--- config.mk ---
export PLATFORM = sky130hd
export DESIGN_NAME = jtag_dma_responder
export DESIGN_NICKNAME = d
export VERILOG_FILES = /design/src/rtl/jtag_dma_responder.sv
export SDC_FILE = /design/constraint.sdc
export NUM_CORES = 1
export LEC_CHECK = 0
export BUFFER_PORTS_ARGS = -buffer_cell sky130_fd_sc_hd__buf_4
export CORE_MARGIN = 1.5
export CORE_UTILIZATION = 46
export CTS_CLUSTER_SIZE = 40
export DETAILED_ROUTE_END_ITERATION = 10
export PLACE_DENSITY = 0.76
export SLEW_MARGIN = 20
export SYNTH_ARGS = -nofsm -noshare
export SYNTH_HDL_FRONTEND = slang
export SYNTH_SLANG_ARGS = --single-unit
--- constraint.sdc ---
create_clock -name JTCK -period 3.6 [get_ports JTCK]
set_input_delay 1.08 -clock JTCK [delete_from_list [all_inputs] [get_ports JTCK]]
set_output_delay 1.08 -clock JTCK [all_outputs]
set_load 0.02 [all_outputs]
--- src/rtl/jtag_dma_responder.sv ---
// Burst DMA responder for JTAG chain-1: moves BURST_WORDS words between the
// ping-pong buffer and a req/ack memory bus. Optional bus-ack timeout: DMA_TIMEOUT_EN.
module jtag_dma_responder #(
  parameter int BURST_WORDS    = 16,
  parameter int BUF_ADDR_W     = 9,
  parameter int TIMEOUT_CYCLES = 255
) (
  input  logic                  JTCK,
  input  logic                  JRSTN,
  input  logic [31:0]           dma_address,
  input  logic                  dma_data_ready,
  input  logic [3:0]            dma_byte_enable,
  input  logic                  dma_readReady,
  output logic [BUF_ADDR_W-1:0] buf_address,
  output logic                  buf_writeEnable,
  output logic [31:0]           buf_dataIn,
  input  logic [31:0]           buf_dataOut,
  output logic                  bus_request,
  input  logic                  bus_grant,
  output logic [31:0]           bus_address,
  output logic                  bus_write,
  output logic [3:0]            bus_byte_enable,
  output logic [31:0]           bus_wdata,
  output logic                  bus_valid,
  input  logic                  bus_ack,
  input  logic [31:0]           bus_rdata,
  output logic                  dma_busy,
  output logic                  dma_done,
  output logic                  dma_error
);

  if (BURST_WORDS < 1 || BURST_WORDS > 512 || BURST_WORDS > (1 << BUF_ADDR_W) ||
      TIMEOUT_CYCLES < 1) begin : g_param_check
    $error("jtag_dma_responder: illegal parameter combination");
  end

  typedef enum logic [2:0] {
    S_IDLE, S_REQ, S_BUF_RD, S_BUF_CAP, S_XFER, S_BUF_WR, S_NEXT, S_DONE
  } state_t;

  localparam logic [BUF_ADDR_W-1:0] LAST_WORD = BUF_ADDR_W'(BURST_WORDS - 1);

  state_t                state;
  logic [BUF_ADDR_W-1:0] count;
  logic [BUF_ADDR_W-1:0] count_inc;
  logic [31:0]           base;
  logic [31:0]           cur_word_addr;
  logic [31:0]           next_word_addr;

  // Byte address arithmetic deliberately wraps at 2^32.
  assign count_inc      = count + BUF_ADDR_W'(1);
  assign cur_word_addr  = base + (32'(count) << 2);
  assign next_word_addr = base + (32'(count_inc) << 2);

`ifdef DMA_TIMEOUT_EN
  localparam int TO_W = $clog2(TIMEOUT_CYCLES + 1);
  localparam logic [TO_W-1:0] TO_LAST = TO_W'(TIMEOUT_CYCLES - 1);
  logic [TO_W-1:0] to_cnt;
`else
  assign dma_error = 1'b0;
`endif

  always_ff @(posedge JTCK or negedge JRSTN) begin
    if (!JRSTN) begin
      state           <= S_IDLE;
      count           <= '0;
      base            <= '0;
      buf_address     <= '0;
      buf_writeEnable <= 1'b0;
      buf_dataIn      <= '0;
      bus_request     <= 1'b0;
      bus_address     <= '0;
      bus_write       <= 1'b0;
      bus_byte_enable <= '0;
      bus_wdata       <= '0;
      bus_valid       <= 1'b0;
      dma_busy        <= 1'b0;
      dma_done        <= 1'b0;
`ifdef DMA_TIMEOUT_EN
      dma_error       <= 1'b0;
      to_cnt          <= '0;
`endif
    end else begin
      dma_done        <= 1'b0;
      buf_writeEnable <= 1'b0;
`ifdef DMA_TIMEOUT_EN
      if (state != S_XFER) to_cnt <= '0;
`endif
      case (state)
        S_IDLE: begin
          // A simultaneous read request loses to the write.
          if (dma_data_ready || dma_readReady) begin
            state           <= S_REQ;
            count           <= '0;
            base            <= dma_address & ~32'h3;
            bus_write       <= dma_data_ready;
            bus_byte_enable <= dma_data_ready ? dma_byte_enable : 4'hF;
            bus_request     <= 1'b1;
            dma_busy        <= 1'b1;
`ifdef DMA_TIMEOUT_EN
            dma_error       <= 1'b0;
`endif
          end
        end
        S_REQ: begin
          if (bus_grant) begin
            if (bus_write) begin
              state       <= S_BUF_RD;
              buf_address <= count;
            end else begin
              state       <= S_XFER;
              bus_address <= cur_word_addr;
              bus_valid   <= 1'b1;
            end
          end
        end
        S_BUF_RD: state <= S_BUF_CAP;
        S_BUF_CAP: begin
          bus_wdata   <= buf_dataOut;
          bus_address <= cur_word_addr;
          bus_valid   <= 1'b1;
          state       <= S_XFER;
        end
        S_XFER: begin
          if (bus_ack) begin
            bus_valid <= 1'b0;
`ifdef DMA_TIMEOUT_EN
            to_cnt    <= '0;
`endif
            if (bus_write) begin
              state <= S_NEXT;
            end else begin
              state           <= S_BUF_WR;
              buf_address     <= count;
              buf_dataIn      <= bus_rdata;
              buf_writeEnable <= 1'b1;
            end
          end
`ifdef DMA_TIMEOUT_EN
          else if (to_cnt == TO_LAST) begin
            // Abandon the rest of the burst but still report completion.
            bus_valid   <= 1'b0;
            bus_request <= 1'b0;
            dma_error   <= 1'b1;
            dma_done    <= 1'b1;
            state       <= S_DONE;
          end else begin
            to_cnt <= to_cnt + TO_W'(1);
          end
`endif
        end
        S_BUF_WR: state <= S_NEXT;
        S_NEXT: begin
          if (count == LAST_WORD) begin
            state       <= S_DONE;
            dma_done    <= 1'b1;
            bus_request <= 1'b0;
          end else begin
            count <= count_inc;
            if (bus_write) begin
              state       <= S_BUF_RD;
              buf_address <= count_inc;
            end else begin
              state       <= S_XFER;
              bus_address <= next_word_addr;
              bus_valid   <= 1'b1;
            end
          end
        end
        S_DONE: begin
          state    <= S_IDLE;
          dma_busy <= 1'b0;
        end
        default: state <= S_IDLE;
      endcase
    end
  end

endmodule

# After elaboration in Yosys (flattened, before gate mapping)
# Index checks and enable logic that the tools add are counted.
# totals
reg_bits,157
input_bits,106
out_inout_bits,116
elab_cells,89
# classes
n_addsub,3
eq_ne,18
n_mux,37
n_bitwise,1
reduce_logical,16
# ops
operator,n
$mux 32,4
$pmux 32 s3,1
$mux 9,8
$add 32x11->32,2
$pmux 9 s3,1
$pmux 3 s8,1
$ne 2x2->1 const B,10
$pmux 9 s2,1
$mux 3,5
$eq 3x3->1 const B,4
$reduce_and 3->1,4
$mux 1,11
$add 9x1->9 const B,1
$eq 9x4->1 const B,1
$reduce_and 7->1,1
$eq 3x2->1 const B,2
$reduce_bool 3->1,2
$reduce_and 5->1,1
$mux 4,1
$pmux 1 s2,2
$pmux 1 s4,1
$reduce_and 2->1,2
$reduce_and 4->1,1
$reduce_bool 2->1,2
6 further kinds,6

# Longest topological paths before layout
# depth
ltp_word,5
ltp_mapped,13
ltp_nobuf,11

# Least setup slack after synthesis
# No wires, ideal clock.
# synth_timing
kind,reg-to-reg
startpoint,register state[1]
endpoint,register bus_address[18]
setup_ns,0.081
arrival_time_ns,3.301
t_required_ns,3.519
path_slack_ns,0.218
stages_incl_launch_ff,14
path_buffers,2
synth_period_minus_slack_ns,3.382
cell_sequence,dfrtp_1 -> nand3b_1 -> clkinv_1 -> ha_1 -> inv_1 -> ha_1 -> fa_1 -> a21o_1 -> a221oi_1 -> o21a_1 -> clkbuf_1 -> clkbuf_1 -> o21ai_0 -> a31oi_2
# synth_via
elab_chain_cells,3
elab_cells_between_ends,10
classes_between,eq/ne (7); mux (1); reduce/logical (2)
# synth_rtl
element,line,source
from (decl),43,state_t state;
from (signal assigned),65,state <= S_IDLE;
from (signal assigned),93,state <= S_REQ;
from (signal assigned),108,state <= S_BUF_RD;
"$eq 3x1->1, or another cell as far along",89,case (state)
$ne 2x2->1 (no line) / $reduce_bool 3->1 (equally long branches),n/a,
$reduce_and 5->1 (no line),n/a,
to (signal assigned),112,bus_address <= cur_word_addr;
to (signal assigned),120,bus_address <= cur_word_addr;
to (signal assigned),165,bus_address <= next_word_addr;
to (decl),20,"output logic [31:0] bus_address,"
# Several ways; a longest one is shown, not always the timed one.
# A chain may end at the register's enable or synchronous reset.

# Worst setup path in the final report
# layout_timing
startpoint,register state[1]
endpoint,register bus_address[16]
# The elaborated chain is that of the path after synthesis.

==> summary.txt <==
YOSYS
------------------------------------------------------------------------------------------
Sequential fraction of the synthesis area                                           0.5474
Flip-flop and latch count after synthesis                                              155
Post-synth ARST share                                                                1.000
Total number of yosys warnings                                                           0
Mean instance size in the synthesized netlist                                    10.69 µm²
Number of distinct library cells after synthesis                                        53
Dominant synthesized flop cell                                                sky130_fd_sc_hd__dfrtp_1
Netlist area before placement                                                 0.007086 mm²
EDFF count, synth                                                                        0
Count of mapped cells out of synthesis                                                 663

CLOCK TREE
------------------------------------------------------------------------------------------
Sink count of the clock tree                                                           155
Cts-stage hold buffer count                                                              0
Bufs on Longest Clock Path                                                               2
TritonCTS clock tree                                                                   yes
H-tree depth                                                                             4
Clock edge transition at the registers on the reported setup and hold paths        0.06 ns
Root buffer cell                                                              sky130_fd_sc_hd__clkbuf_16
# resized after CTS                                                                      0
TritonCTS buffer count                                                                  17
Clock latency on the worst-skew pair                                               0.42 ns
Total setup buffers inserted after CTS                                                   0

FLOORPLANNING
------------------------------------------------------------------------------------------
Die area                                                                       0.01616 mm²
Die X-Extent                                                                      127.1 µm
Core outline area                                                              0.01515 mm²
Die Span Y                                                                        127.1 µm
Effective utilization at floorplan                                                  0.4678
Count of pins on the block boundary                                                    222
Number of standard-cell rows in the floorplan                                           45

PWR
------------------------------------------------------------------------------------------
Switching pwr                                                                     3.430 mW
VDD IR-drop max                                                                   524.9 µV
Internal Power                                                                    5.436 mW
Post-layout total power                                                           8.866 mW
Static Leak                                                                       4.571 nW
Switching power share of the total                                                  0.3869
Portion of total power attributed to sequential cells                                0.344
Combinational share of power                                                         0.447
Portion of total power attributed to the clock network                               0.209
Power density normalized to cell area                                         934.1 mW/mm²

SETUP PATH
------------------------------------------------------------------------------------------
Setup crit start                                                              state[1]$_DFFE_PN0P_
WS Path Type                                                                    reg -> reg
End point of the critical path                                                bus_address[16]$_DFFE_PN0P_
Register-to-register setup slack                                                   0.32 ns
Critical register-to-register path startpoint                                 state[1]$_DFFE_PN0P_
Reg-to-reg endpoint                                                           bus_address[16]$_DFFE_PN0P_
Path depth of the worst reg2reg path                                                    12
Critical Path End Type                                                                flop
Critical path peak fanout                                                               20
Kind of start point of the critical path                                              flop
Data required time at the worst endpoint                                           3.85 ns
Data arrival time of the critical path                                             3.53 ns

TIMING
------------------------------------------------------------------------------------------
Number of failing setup endpoints in the final timing report                             0
Setup clock skew after layout                                                  0.008023 ns
Final Hold Viols                                                                         0
Final TNS setup                                                                       0 ns
Final worst hold slack                                                           0.4796 ns
Time the final worst path needs with I/O delays and setup                         3.285 ns
RSZ-0062 raised after global routing                                                    no
Portion of the clock cycle consumed by the worst path in the final layout           0.9124
Final WS setup                                                                   0.3154 ns
Number of pins exceeding their max-slew limit in the final report                        0
Headroom to the max-slew limit                                                      0.2568
Fmax achieved                                                                    304.5 MHz
Actual transition at the worst max-transition pin                                 1.115 ns

CELLS AND AREA
------------------------------------------------------------------------------------------
Fill cells                                                                            1241
Total area of multi-input combinational cells                                 0.002965 mm²
Flip-flop and latch area                                                      0.003879 mm²
Area added between synthesis and finish                                             33.96%
Layout Nets                                                                            997
Fraction of final layout cells sized beyond drive strength 1                        0.3980
Antenna Diode Count                                                                      0

HOLD PATH
------------------------------------------------------------------------------------------
Class of the tightest hold or removal check                                     reg -> reg
HP Start                                                                      bus_address[11]$_DFFE_PN0P_

GLOBAL ROUTING
------------------------------------------------------------------------------------------
Total global-route track usage                                                      0.2223
Via count of the first global-routing pass                                            5756
Initial antenna violation count                                                          0
Wire length of the first global-routing pass                                      28.22 mm
Gr ovfl total                                                                            0
Maximum number of pins on one net before global-route repair                            64

ROUTE
------------------------------------------------------------------------------------------
Antenna Violating Nets Remaining                                                         0
Number of vias per cell after detailed routing                                       5.229
Count of vias placed by the detailed router                                           5647
Final wirelength                                                                  16.95 mm
DRC violation count after routing                                                        0
Post-DR wirelength/cell                                                           15.69 µm
Count of TritonRoute iterations in the first routing pass                                4
DRC violation total after the first TritonRoute iteration                              242

PLACED DESIGN
------------------------------------------------------------------------------------------
Count of input and output buffers                                                      216
Setup slack after placement                                                      0.3559 ns
Global placement routability congestion                                             0.8070
HPWL after detailed placement                                                     12.04 mm

FLOW RUN
------------------------------------------------------------------------------------------
Max-capacitance violation count                                                          0

RUN STATUS
------------------------------------------------------------------------------------------
Run status                                                                    finished, final reports clean

## layout by cell type, fill, tap and decap left out, drive strengths merged, types with 9 or more instances in the layout
| cell type | netlist | routed |
|---|---|---|
| nand2 | 140 | 140 |
| a21o | 13 | 13 |
| clkbuf | 17 | 19 |
| o21ai | 41 | 41 |
| dfrtp | 155 | 155 |
| inv | 17 | 20 |
| a21oi | 9 | 9 |
| o31ai | 9 | 9 |
| nand3 | 15 | 15 |
| nor2 | 45 | 45 |
| a31oi | 24 | 24 |
| ha | 11 | 11 |
| mux2 | 62 | 62 |
| xor2 | 9 | 9 |
| buf | 17 | 229 |
## layout make-up
cell class / instances / share of cell area
inverters: 18 / 0.007118
multi-input cells: 458 / 0.3124
repair buffers: 229 / 0.1828
flip-flops and latches: 155 / 0.4086
clock inverters: 13 / 0.01753
clock buffers: 19 / 0.04666
well taps: 188 / 0.02478
## cells by family (layout without fill, tap and decap cells)
logic type                 Yosys count  after routing  share of synthesized area
DFF                                155            155                     0.5474
buffers and inverters               52            279                    0.03637
other                                1              3                  0.0005292
xor gates and xnor gates            16             16                    0.01978
AOI/OAI and AO/OA                  117            117                     0.1172
adders and majority gates           12             12                    0.02225
and+or+nand+nor                    248            248                     0.1579
muxes                               62             62                    0.09853
## worst min-delay path by stage
stage	slack (ns)	cells after the start	endpoint
5_1_grt	0.50	2	buf_dataIn[21]$_DFFE_PN0P_
4_1_cts	0.48	2	buf_dataIn[9]$_DFFE_PN0P_
6_report	0.48	2	bus_address[11]$_DFFE_PN0P_
3_5_place_dp	0.47	2	buf_dataIn[24]$_DFFE_PN0P_
2_1_floorplan	0.47	1	count[8]$_DFFE_PN0P_
3_3_place_gp	0.46	2	buf_dataIn[27]$_DFFE_PN0P_
## critical path: stages, from the launching register on
cell and delay [ns]:
sky130_fd_sc_hd__dfrtp_1 0.38, sky130_fd_sc_hd__nand3b_1 0.11, sky130_fd_sc_hd__clkinv_1 0.25, sky130_fd_sc_hd__ha_1 0.38, sky130_fd_sc_hd__inv_1 0.07, sky130_fd_sc_hd__ha_1 0.23, sky130_fd_sc_hd__fa_1 0.42, sky130_fd_sc_hd__a21o_1 0.23
sky130_fd_sc_hd__a221oi_1 0.42, sky130_fd_sc_hd__o21a_1 0.18, sky130_fd_sc_hd__buf_4 0.21, sky130_fd_sc_hd__or3_1 0.14, sky130_fd_sc_hd__a31oi_2 0.09
## registers in the layout, indices dropped and copies added, names as in the netlist
signal           flops
dma_done             1
bus_request          1
base                30
count                9
buf_address          9
bus_valid            1
bus_byte_enable      4
bus_wdata           32
bus_write            1
bus_address         30
buf_dataIn          32
state                3
dma_busy             1
buf_writeEnable      1
## power by group through the flow
stage | clock network (mW) | registers [mW] | logic [mW]
after floorplan | 0 | 3.67 | 1.89
after global placement | 0 | 3.04 | 3.91
after detailed placement | 0 | 3.06 | 3.99
after CTS | 1.89 | 3.05 | 4.01
after global routing | 1.97 | 3.16 | 4.33
final | 1.85 | 3.05 | 3.96
## cells in the mapped netlist, types with 9 or more instances
library cell               number  share of area
sky130_fd_sc_hd__dfrtp_1      155           0.55
sky130_fd_sc_hd__a31oi_2       12          0.021
sky130_fd_sc_hd__nor2_2        12          0.011
sky130_fd_sc_hd__o21ai_0       40          0.028
sky130_fd_sc_hd__a21oi_1        9         0.0064
sky130_fd_sc_hd__a21o_1        13          0.014
sky130_fd_sc_hd__nand3_1       15          0.011
sky130_fd_sc_hd__inv_1         16         0.0085
sky130_fd_sc_hd__nor2_1        33          0.017
sky130_fd_sc_hd__clkbuf_1      17         0.0090
sky130_fd_sc_hd__nand2_1      140          0.074
sky130_fd_sc_hd__a31oi_1       12          0.011
sky130_fd_sc_hd__mux2_2        62          0.099
sky130_fd_sc_hd__ha_1          11          0.019
sky130_fd_sc_hd__o31ai_1        9         0.0095
sky130_fd_sc_hd__xor2_1         9          0.011
## stage by stage
step	util	area (µm²)	instances
floorplan	-	7093	665
global placement	0.5865	8882	1048
detailed placement	0.5865	8882	1048
CTS	0.6267	9492	1080
global route	0.6267	9492	1080
finish	0.6267	9492	1080
## routing by layer
layer / global-route usage / part of all wire
met4: 0.06350 / 0.014
met5: 0 / 0
met3: 0.08459 / 0.074
met2: 0.3654 / 0.48
met1: 0.2752 / 0.43
Note: power is estimated with default switching activity, not from simulation.
